File: src/rtl/fetch_stage_if.sv
// -----------------------------------------------------------------------------
// fetch_stage_if
//   Bundles the fetch stage's pipeline-facing and imem-facing signals.
//
//   master modport (used by fetch_stage):
//     in : stall, redirect, target_pc, q_imem
//     out: address_imem, pc, fd_instr, fd_pc, fd_pc_plus_one, fd_valid
//          perf_fetched, perf_bubbles (only when FETCH_PERF_EN is defined)
//   slave modport (used by the surrounding pipeline / imem): the reverse.
//
//   Optional feature macro: FETCH_PERF_EN (adds the performance counters).
// -----------------------------------------------------------------------------
interface fetch_stage_if #(
  parameter int ADDR_W = 12
);
  logic              stall;
  logic              redirect;
  logic [31:0]       target_pc;
  logic [31:0]       q_imem;
  logic [ADDR_W-1:0] address_imem;
  logic [31:0]       pc;
  logic [31:0]       fd_instr;
  logic [31:0]       fd_pc;
  logic [31:0]       fd_pc_plus_one;
  logic              fd_valid;
`ifdef FETCH_PERF_EN
  logic [31:0]       perf_fetched;
  logic [31:0]       perf_bubbles;
`endif

  modport master (
    input  stall, redirect, target_pc, q_imem,
    output address_imem, pc, fd_instr, fd_pc, fd_pc_plus_one, fd_valid
`ifdef FETCH_PERF_EN
    , output perf_fetched, perf_bubbles
`endif
  );

  modport slave (
    output stall, redirect, target_pc, q_imem,
    input  address_imem, pc, fd_instr, fd_pc, fd_pc_plus_one, fd_valid
`ifdef FETCH_PERF_EN
    , input perf_fetched, perf_bubbles
`endif
  );
endinterface

File: src/rtl/fetch_stage.sv
// -----------------------------------------------------------------------------
// fetch_stage
//   Instruction-fetch front end feeding decode. Owns the word-addressed PC,
//   drives the synchronous imem (clocked on the inverted clock, so q_imem for
//   the current address is ready before the next rising edge) and captures
//   the returned word into the F/D register. Decode stalls hold everything;
//   execute redirects reload the PC and insert a bubble (redirect > stall).
//
//   Ports:
//     clock : rising-edge master clock
//     reset : synchronous, active-low reset
//     bus   : fetch_stage_if.master (stall, redirect, target_pc, q_imem in;
//             address_imem, pc, fd_instr, fd_pc, fd_pc_plus_one, fd_valid out;
//             perf_fetched, perf_bubbles out when FETCH_PERF_EN is defined)
//
//   Optional feature macro: FETCH_PERF_EN -- fetched/bubble event counters.
// -----------------------------------------------------------------------------
module fetch_stage #(
  parameter int          ADDR_W    = 12,
  parameter logic [31:0] RESET_PC  = 32'h0000_0000,
  parameter logic [31:0] NOP_INSTR = 32'h0000_0000
) (
  input  logic          clock,
  input  logic          reset,
  fetch_stage_if.master bus
);

  logic [31:0] pc_q, pc_d;
  logic [31:0] fd_instr_q, fd_instr_d;
  logic [31:0] fd_pc_q, fd_pc_d;
  logic [31:0] fd_pc_plus_one_q, fd_pc_plus_one_d;
  logic        fd_valid_q, fd_valid_d;

  // Next-state selection: redirect beats stall beats a normal advance.
  always_comb begin
    pc_d             = pc_q;
    fd_instr_d       = fd_instr_q;
    fd_pc_d          = fd_pc_q;
    fd_pc_plus_one_d = fd_pc_plus_one_q;
    fd_valid_d       = fd_valid_q;
    if (bus.redirect) begin
      // Wrong-path word currently on q_imem is dropped; a bubble goes to decode.
      pc_d             = bus.target_pc;
      fd_instr_d       = NOP_INSTR;
      fd_pc_d          = 32'd0;
      fd_pc_plus_one_d = 32'd0;
      fd_valid_d       = 1'b0;
    end else if (!bus.stall) begin
      pc_d             = pc_q + 32'd1;
      fd_instr_d       = bus.q_imem;
      fd_pc_d          = pc_q;
      fd_pc_plus_one_d = pc_q + 32'd1;
      fd_valid_d       = 1'b1;
    end
    // On stall the PC holds, so address_imem and q_imem stay put: no skid needed.
  end

  always_ff @(posedge clock) begin
    if (!reset) begin
      pc_q             <= RESET_PC;
      fd_instr_q       <= NOP_INSTR;
      fd_pc_q          <= 32'd0;
      fd_pc_plus_one_q <= 32'd0;
      fd_valid_q       <= 1'b0;
    end else begin
      pc_q             <= pc_d;
      fd_instr_q       <= fd_instr_d;
      fd_pc_q          <= fd_pc_d;
      fd_pc_plus_one_q <= fd_pc_plus_one_d;
      fd_valid_q       <= fd_valid_d;
    end
  end

  // imem address is the truncated PC, combinational from the register.
  assign bus.address_imem   = pc_q[ADDR_W-1:0];
  assign bus.pc             = pc_q;
  assign bus.fd_instr       = fd_instr_q;
  assign bus.fd_pc          = fd_pc_q;
  assign bus.fd_pc_plus_one = fd_pc_plus_one_q;
  assign bus.fd_valid       = fd_valid_q;

`ifdef FETCH_PERF_EN
  logic [31:0] perf_fetched_q, perf_fetched_d;
  logic [31:0] perf_bubbles_q, perf_bubbles_d;

  // Counters observe the same edge decision as the datapath; both wrap.
  always_comb begin
    perf_fetched_d = perf_fetched_q;
    perf_bubbles_d = perf_bubbles_q;
    if (bus.redirect || bus.stall) perf_bubbles_d = perf_bubbles_q + 32'd1;
    else                           perf_fetched_d = perf_fetched_q + 32'd1;
  end

  always_ff @(posedge clock) begin
    if (!reset) begin
      perf_fetched_q <= 32'd0;
      perf_bubbles_q <= 32'd0;
    end else begin
      perf_fetched_q <= perf_fetched_d;
      perf_bubbles_q <= perf_bubbles_d;
    end
  end

  assign bus.perf_fetched = perf_fetched_q;
  assign bus.perf_bubbles = perf_bubbles_q;
`endif

endmodule

File: src/flat_wrapper.sv
// flat-port wrapper written by rule: the top's interface ports become plain ports
module fetch_stage_flat 
#(
  parameter int          ADDR_W    = 12,
  parameter logic [31:0] RESET_PC  = 32'h0000_0000,
  parameter logic [31:0] NOP_INSTR = 32'h0000_0000
)
  (clock, reset, bus_stall, bus_redirect, bus_target_pc, bus_q_imem, bus_address_imem, bus_pc, bus_fd_instr, bus_fd_pc, bus_fd_pc_plus_one, bus_fd_valid);
  fetch_stage_if #(.ADDR_W(ADDR_W)) bus_i ();
  input  logic clock;
  input  logic reset;
  input wire logic [$bits(bus_i.stall)-1:0] bus_stall;
  input wire logic [$bits(bus_i.redirect)-1:0] bus_redirect;
  input wire logic [$bits(bus_i.target_pc)-1:0] bus_target_pc;
  input wire logic [$bits(bus_i.q_imem)-1:0] bus_q_imem;
  output wire logic [$bits(bus_i.address_imem)-1:0] bus_address_imem;
  output wire logic [$bits(bus_i.pc)-1:0] bus_pc;
  output wire logic [$bits(bus_i.fd_instr)-1:0] bus_fd_instr;
  output wire logic [$bits(bus_i.fd_pc)-1:0] bus_fd_pc;
  output wire logic [$bits(bus_i.fd_pc_plus_one)-1:0] bus_fd_pc_plus_one;
  output wire logic [$bits(bus_i.fd_valid)-1:0] bus_fd_valid;
  assign bus_i.stall = bus_stall;
  assign bus_i.redirect = bus_redirect;
  assign bus_i.target_pc = bus_target_pc;
  assign bus_i.q_imem = bus_q_imem;
  assign bus_address_imem = bus_i.address_imem;
  assign bus_pc = bus_i.pc;
  assign bus_fd_instr = bus_i.fd_instr;
  assign bus_fd_pc = bus_i.fd_pc;
  assign bus_fd_pc_plus_one = bus_i.fd_pc_plus_one;
  assign bus_fd_valid = bus_i.fd_valid;
  fetch_stage #(.ADDR_W(ADDR_W), .RESET_PC(RESET_PC), .NOP_INSTR(NOP_INSTR)) u_core (.clock(clock), .reset(reset), .bus(bus_i));
endmodule
File: config.mk
export PLATFORM = sky130hd
export DESIGN_NAME = fetch_stage_flat
export DESIGN_NICKNAME = d
export VERILOG_FILES = /design/src/rtl/fetch_stage_if.sv /design/src/rtl/fetch_stage.sv /design/src/flat_wrapper.sv
export SDC_FILE = /design/constraint.sdc
export NUM_CORES = 1
export LEC_CHECK = 0
export CORE_ASPECT_RATIO = 0.5
export CORE_MARGIN = 3
export CORE_UTILIZATION = 49
export DETAILED_ROUTE_END_ITERATION = 16
export PLACE_DENSITY = 0.86
export SLEW_MARGIN = 10
export SYNTH_ARGS = -nofsm -noshare
export SYNTH_HDL_FRONTEND = slang
export SYNTH_SLANG_ARGS = --single-unit
File: constraint.sdc
create_clock -name clock -period 4.2 [get_ports clock]
set_clock_uncertainty 0.2 [all_clocks]
set_input_delay 0.84 -clock clock [delete_from_list [all_inputs] [get_ports clock]]
set_output_delay 0.84 -clock clock [all_outputs]
set_load 0.02 [all_outputs]
Word-level counts from Yosys, hierarchy flattened
Cells that the tools add are included.
Widths: inputs -> output; s select.

word-level totals
  logic and storage cells = 11
  flip-flop bits (word level) = 129
  input port bits = 68
  output and inout bits = 141

operators by class
  multiplexer cells = 2
  add/subtract/negate cells = 1
  eq/ne operators = 1
  reduce and logical (&&, ||, !) cells = 1
  bitwise logic cells = 1

operators by type and width
  kind                   number
  $mux 32                2
  $add 32x1->32 const B  1
  $ne 2x1->1 const B     1
  $reduce_or 2->1        1
  $not 1->1              1

Logic depth before layout (Yosys ltp)
  word-level depth = 3
  mapped depth = 7
  gate-level depth less buffers = 5

Worst setup path before layout
Ideal clock, no wire load.

  path type = input to register
  start point = input port bus_stall
  end point = register u_core.pc_q[31], in the netlist u_core.bus.pc[31]
  stages = 4
  library setup time = 74 ps
  data arrival time = 2254 ps
  buffers on the path = 0
  path slack = 1672 ps
  required time = 3926 ps
  cells stage by stage = nand4b_2 > or4_4 > or4_1 > a31oi_1

between the ends
  cells in the longest elaborated chain, start to end = 1

RTL lines
  what                         RTL line            RTL
  start: declaration           flat_wrapper.sv:12  input wire logic [$bits(bus_i.stall)-1:0] bus_stall;
  $ne 2x1->1 (no source line)  -
  end signal: assignment       fetch_stage.sv:66   pc_q <= pc_d;
  end: declaration             fetch_stage.sv:28   logic [31:0] pc_q, pc_d;

Every way passes these cells.
A chain may end at the register's enable or synchronous reset.

Worst setup path in the final report
  start point = register u_core.pc_q[5], in the netlist u_core.bus.pc[5]
  end point = register u_core.fd_pc_plus_one_q[25], in the netlist u_core.bus.fd_pc_plus_one[25]

between the ends
  cells in the longest elaborated chain, start to end = 1

RTL lines
  what                    RTL line           RTL
  $add 32x1->32           fetch_stage.sv:52  fd_pc_plus_one_d = pc_q + 32'd1;
  end signal: assignment  fetch_stage.sv:69  fd_pc_plus_one_q <= fd_pc_plus_one_d;
  end: declaration        fetch_stage.sv:31  logic [31:0] fd_pc_plus_one_q, fd_pc_plus_one_d;

Every way passes these cells.

==> out/summary.md <==
• 0.0135 mm^2 — die area
• 65 — maximum number of pins on one net before global-route repair
• 6 — first-pass detailed-route iteration total
• 0 — number of warning messages in the yosys log
• 13.3 mm — post-DP HPWL
• 570 — number of DRC markers after the initial detailed-route iteration
• 43.5% — part of the Yosys area used for sequential elements
• 19.2 mm — final WL
• u_core.bus.pc[5]$_SDFFE_PN0P_ — reg2reg start
• 1310 ps — crit path setup slack, layout
• 8.76 um^2 — mean cell area of the mapped netlist
• 0 — number of instances resized during post-cts repair
• 3030 ps — arrival time of data at the critical path endpoint
• 0.00593 mm^2 — Mapped Area
• 12 — peak fanout along the critical path
• 0 — number of flops mapped to enable cells by yosys
• 1190 ps — Slew @ Worst Pin
• 346 MHz — maximum achievable frequency
• 0 — number of buffers inserted by post-CTS setup repair
• 0 — post-cts hold buffer count
• u_core.bus.fd_valid$_SDFFE_PP0N_ — worst hold endpoint
• 2890 ps — post-route minimum period
• 44 — synth unique cells
• reg -> reg — Tightest Hold Check Type
• 1 — number of instances on the worst hold path
• 0 — drt drc
• 3.11 nW — Pleak
• 43.8% — layout overhead on the synthesized area
• nand3_1 -> nor4_1 -> a311oi_1 -> nor3_1 — worst path cell trace
• 30.4 mm — first-pass GRT wire length
• 0 ps — aggregate negative setup slack
• 70 ps — clock-pin slew reported for the worst setup and hold paths after clock tree synthesis
• 0 — count of maximum capacitance violations
• 0.00795 mm^2 — Placed Instance Area
• 1,015 — Post-Layout Cell Count
• 68.9% — post-route clock period utilization
• 0% — async set-or-reset flop fraction in the synthesized netlist
• 1120 ps — delay contributed by the slowest stage of the critical path
• 129 — flops & latches, synth
• 983 — total placed cells including tap cells
• false — unrepaired setup endpoints after global routing
• u_core.bus.fd_valid$_SDFFE_PP0N_ — Min-Delay Startpoint
• 5,987 — via count
• 6.19% — layout cell share with drive strength beyond 1
• 5,884 — vias in the first global route
• 1310 ps — worst reg-to-reg setup slack
• 209 — I/O pins
• 5.90 — routed vias/inst
• flip-flop — startpoint type of the worst setup path
• 4 — path depth of the worst reg2reg path
• 0 — number of antenna violations at the first check in global routing
• 4340 ps — data required time at the worst endpoint
• 83.8 um — overall die height
• sky130_fd_sc_hd__nor4_1 — cell type of the slowest stage on the worst timing path
• sky130_fd_sc_hd__clkdlybuf4s50_1 (207), sky130_fd_sc_hd__dfxtp_1 (129), sky130_fd_sc_hd__nor2_1 (75), sky130_fd_sc_hd__mux2i_1 (63), sky130_fd_sc_hd__o21ai_0 (63) — highest-count cells in the layout ignoring fill and taps
• 0 — Routed Antenna Nets
• sky130_fd_sc_hd__clkdlybuf4s50_1 — most common library cell in the layout ignoring fill and taps
• 0.924 — Final GP Congestion
• 0 — residual overflow from global routing
• 0.266 mV — Max VDD drop
• 129 — sink count of the clock tree
• 162 um — Die X
• 17 — number of buffers created by CTS
• 0 — final setup vio count
• 2 — clk buf depth
• 746 — post-synth net total
• 0 — final hold violations
• 967 ps — Post-Place Worst Slack
• 382 mW/mm^2 — power density over the cells
• sky130_fd_sc_hd__dfxtp_1 — most common flop cell mapped by yosys
• 27 — cell row count
• 912 — layout net count
• 0 — Slew Viols, Final
• 677 — Cells after Synth
• 19.7% — max_slew headroom
• 208 — IO buf count
• 3.26 mW — post-route total power
• 18.9 um — routed length per placed instance
• sky130_fd_sc_hd__clkbuf_16 — CTS root buffer
• reg -> reg — path type of the worst setup path
• 27.7% — GRT Overall Usage
• 0 — Inserted Diodes
• u_core.bus.fd_pc_plus_one[25]$_SDFFE_PP0N_ — worst reg2reg path endpoint
• 0.00853 mm^2 — area of all placed cells without fillers
• 52.1% — Initial Util
• 4 — number of H-tree levels
• flip-flop — Setup crit end kind
• 420 ps — clock insertion delay at the later pin of the skew report
• built — clock tree from TritonCTS
• completed — run status
• 0.0114 mm^2 — area of the placeable core
worst max-delay path: cells and delay by family, from the launching register on:
| family | cells | cell delay [ps] |
|---|---|---|
| AND/OR/NAND/NOR | 3 | 1800 |
| flip-flops | 1 | 580 |
| AO/OA/AOI/OAI | 1 | 230 |
through the flow:
stage	util [%]	hold slack (ps)
CTS	74.9	263
global route	74.9	280
finish	74.9	260
global placement	69.9	235
detailed placement	69.9	248
floorplan	-	341
logic make-up after synthesis:
logic type                 share of synthesized area, %
adders and majority gates                         0.211
buffers and inverters                              6.29
muxes                                              10.6
and+or+nand+nor                                    21.3
DFF                                                43.5
AOI/OAI and AO/OA                                  15.1
xor gates and xnor gates                           2.95
synth_stat cells (14+ instances only):
| cell type | number | area (um^2) |
|---|---|---|
| sky130_fd_sc_hd__mux2i_1 | 63 | 631 |
| sky130_fd_sc_hd__nand2_1 | 33 | 124 |
| sky130_fd_sc_hd__nand4_1 | 17 | 106 |
| sky130_fd_sc_hd__a21oi_1 | 32 | 160 |
| sky130_fd_sc_hd__nor3_1 | 22 | 110 |
| sky130_fd_sc_hd__nor2_1 | 75 | 282 |
| sky130_fd_sc_hd__buf_2 | 18 | 90.1 |
| sky130_fd_sc_hd__nor4_1 | 14 | 87.6 |
| sky130_fd_sc_hd__clkbuf_1 | 38 | 143 |
| sky130_fd_sc_hd__dfxtp_1 | 129 | 2580 |
| sky130_fd_sc_hd__o21ai_0 | 63 | 315 |
| sky130_fd_sc_hd__a31oi_1 | 19 | 119 |
layout make-up:
| cell class | instances | area [um^2] |
|---|---|---|
| Timing Repair Buffer | 220 | 2170 |
| Sequential cell | 129 | 2580 |
| Tap cell | 159 | 199 |
| Inverter | 6 | 22.5 |
| Multi-Input combinational cell | 469 | 2980 |
| Clock buffer | 18 | 429 |
| Fill cell | 833 | 2860 |
| Clock inverter | 14 | 146 |
per-layer routing:
metal	wire (um)	GRT usage (%)	vias up
met3	1860	7.23	52
met4	412	10.5	0
met2	9160	46.9	328
met1	7720	33.9	2826
met5	0	0	-
li1	-	-	2781
worst max path at each step:
stage	cells after the start	start	end	slack, ps
2_1_floorplan	4	bus_stall	u_core.bus.pc[31]$_SDFFE_PN0P_	1670
3_3_place_gp	5	bus_stall	u_core.bus.pc[25]$_SDFFE_PN0P_	1120
3_5_place_dp	5	bus_stall	u_core.bus.pc[25]$_SDFFE_PN0P_	970
4_1_cts	1	u_core.bus.pc[12]$_SDFFE_PN0P_	bus_pc[12]	1330
5_1_grt	6	u_core.bus.pc[0]$_SDFFE_PN0P_	u_core.bus.pc[14]$_SDFFE_PN0P_	1130
6_report	4	u_core.bus.pc[5]$_SDFFE_PN0P_	u_core.bus.fd_pc_plus_one[25]$_SDFFE_PP0N_	1310
flip-flops by register name, summed over array words and instances (netlist names):
signal and count:
u_core.bus.fd_instr 32, u_core.bus.fd_pc 32, u_core.bus.fd_pc_plus_one 32, u_core.bus.fd_valid 1
u_core.bus.pc 32
power breakdown:
part	leakage (nW)	internal, mW	switching (mW)	total (mW)
clock	0.277	0.835	0.616	1.45
combinational	1.78	0.225	0.220	0.445
sequential	1.06	1.27	0.0872	1.36
No activity file was read; power rests on OpenSTA's default activity.
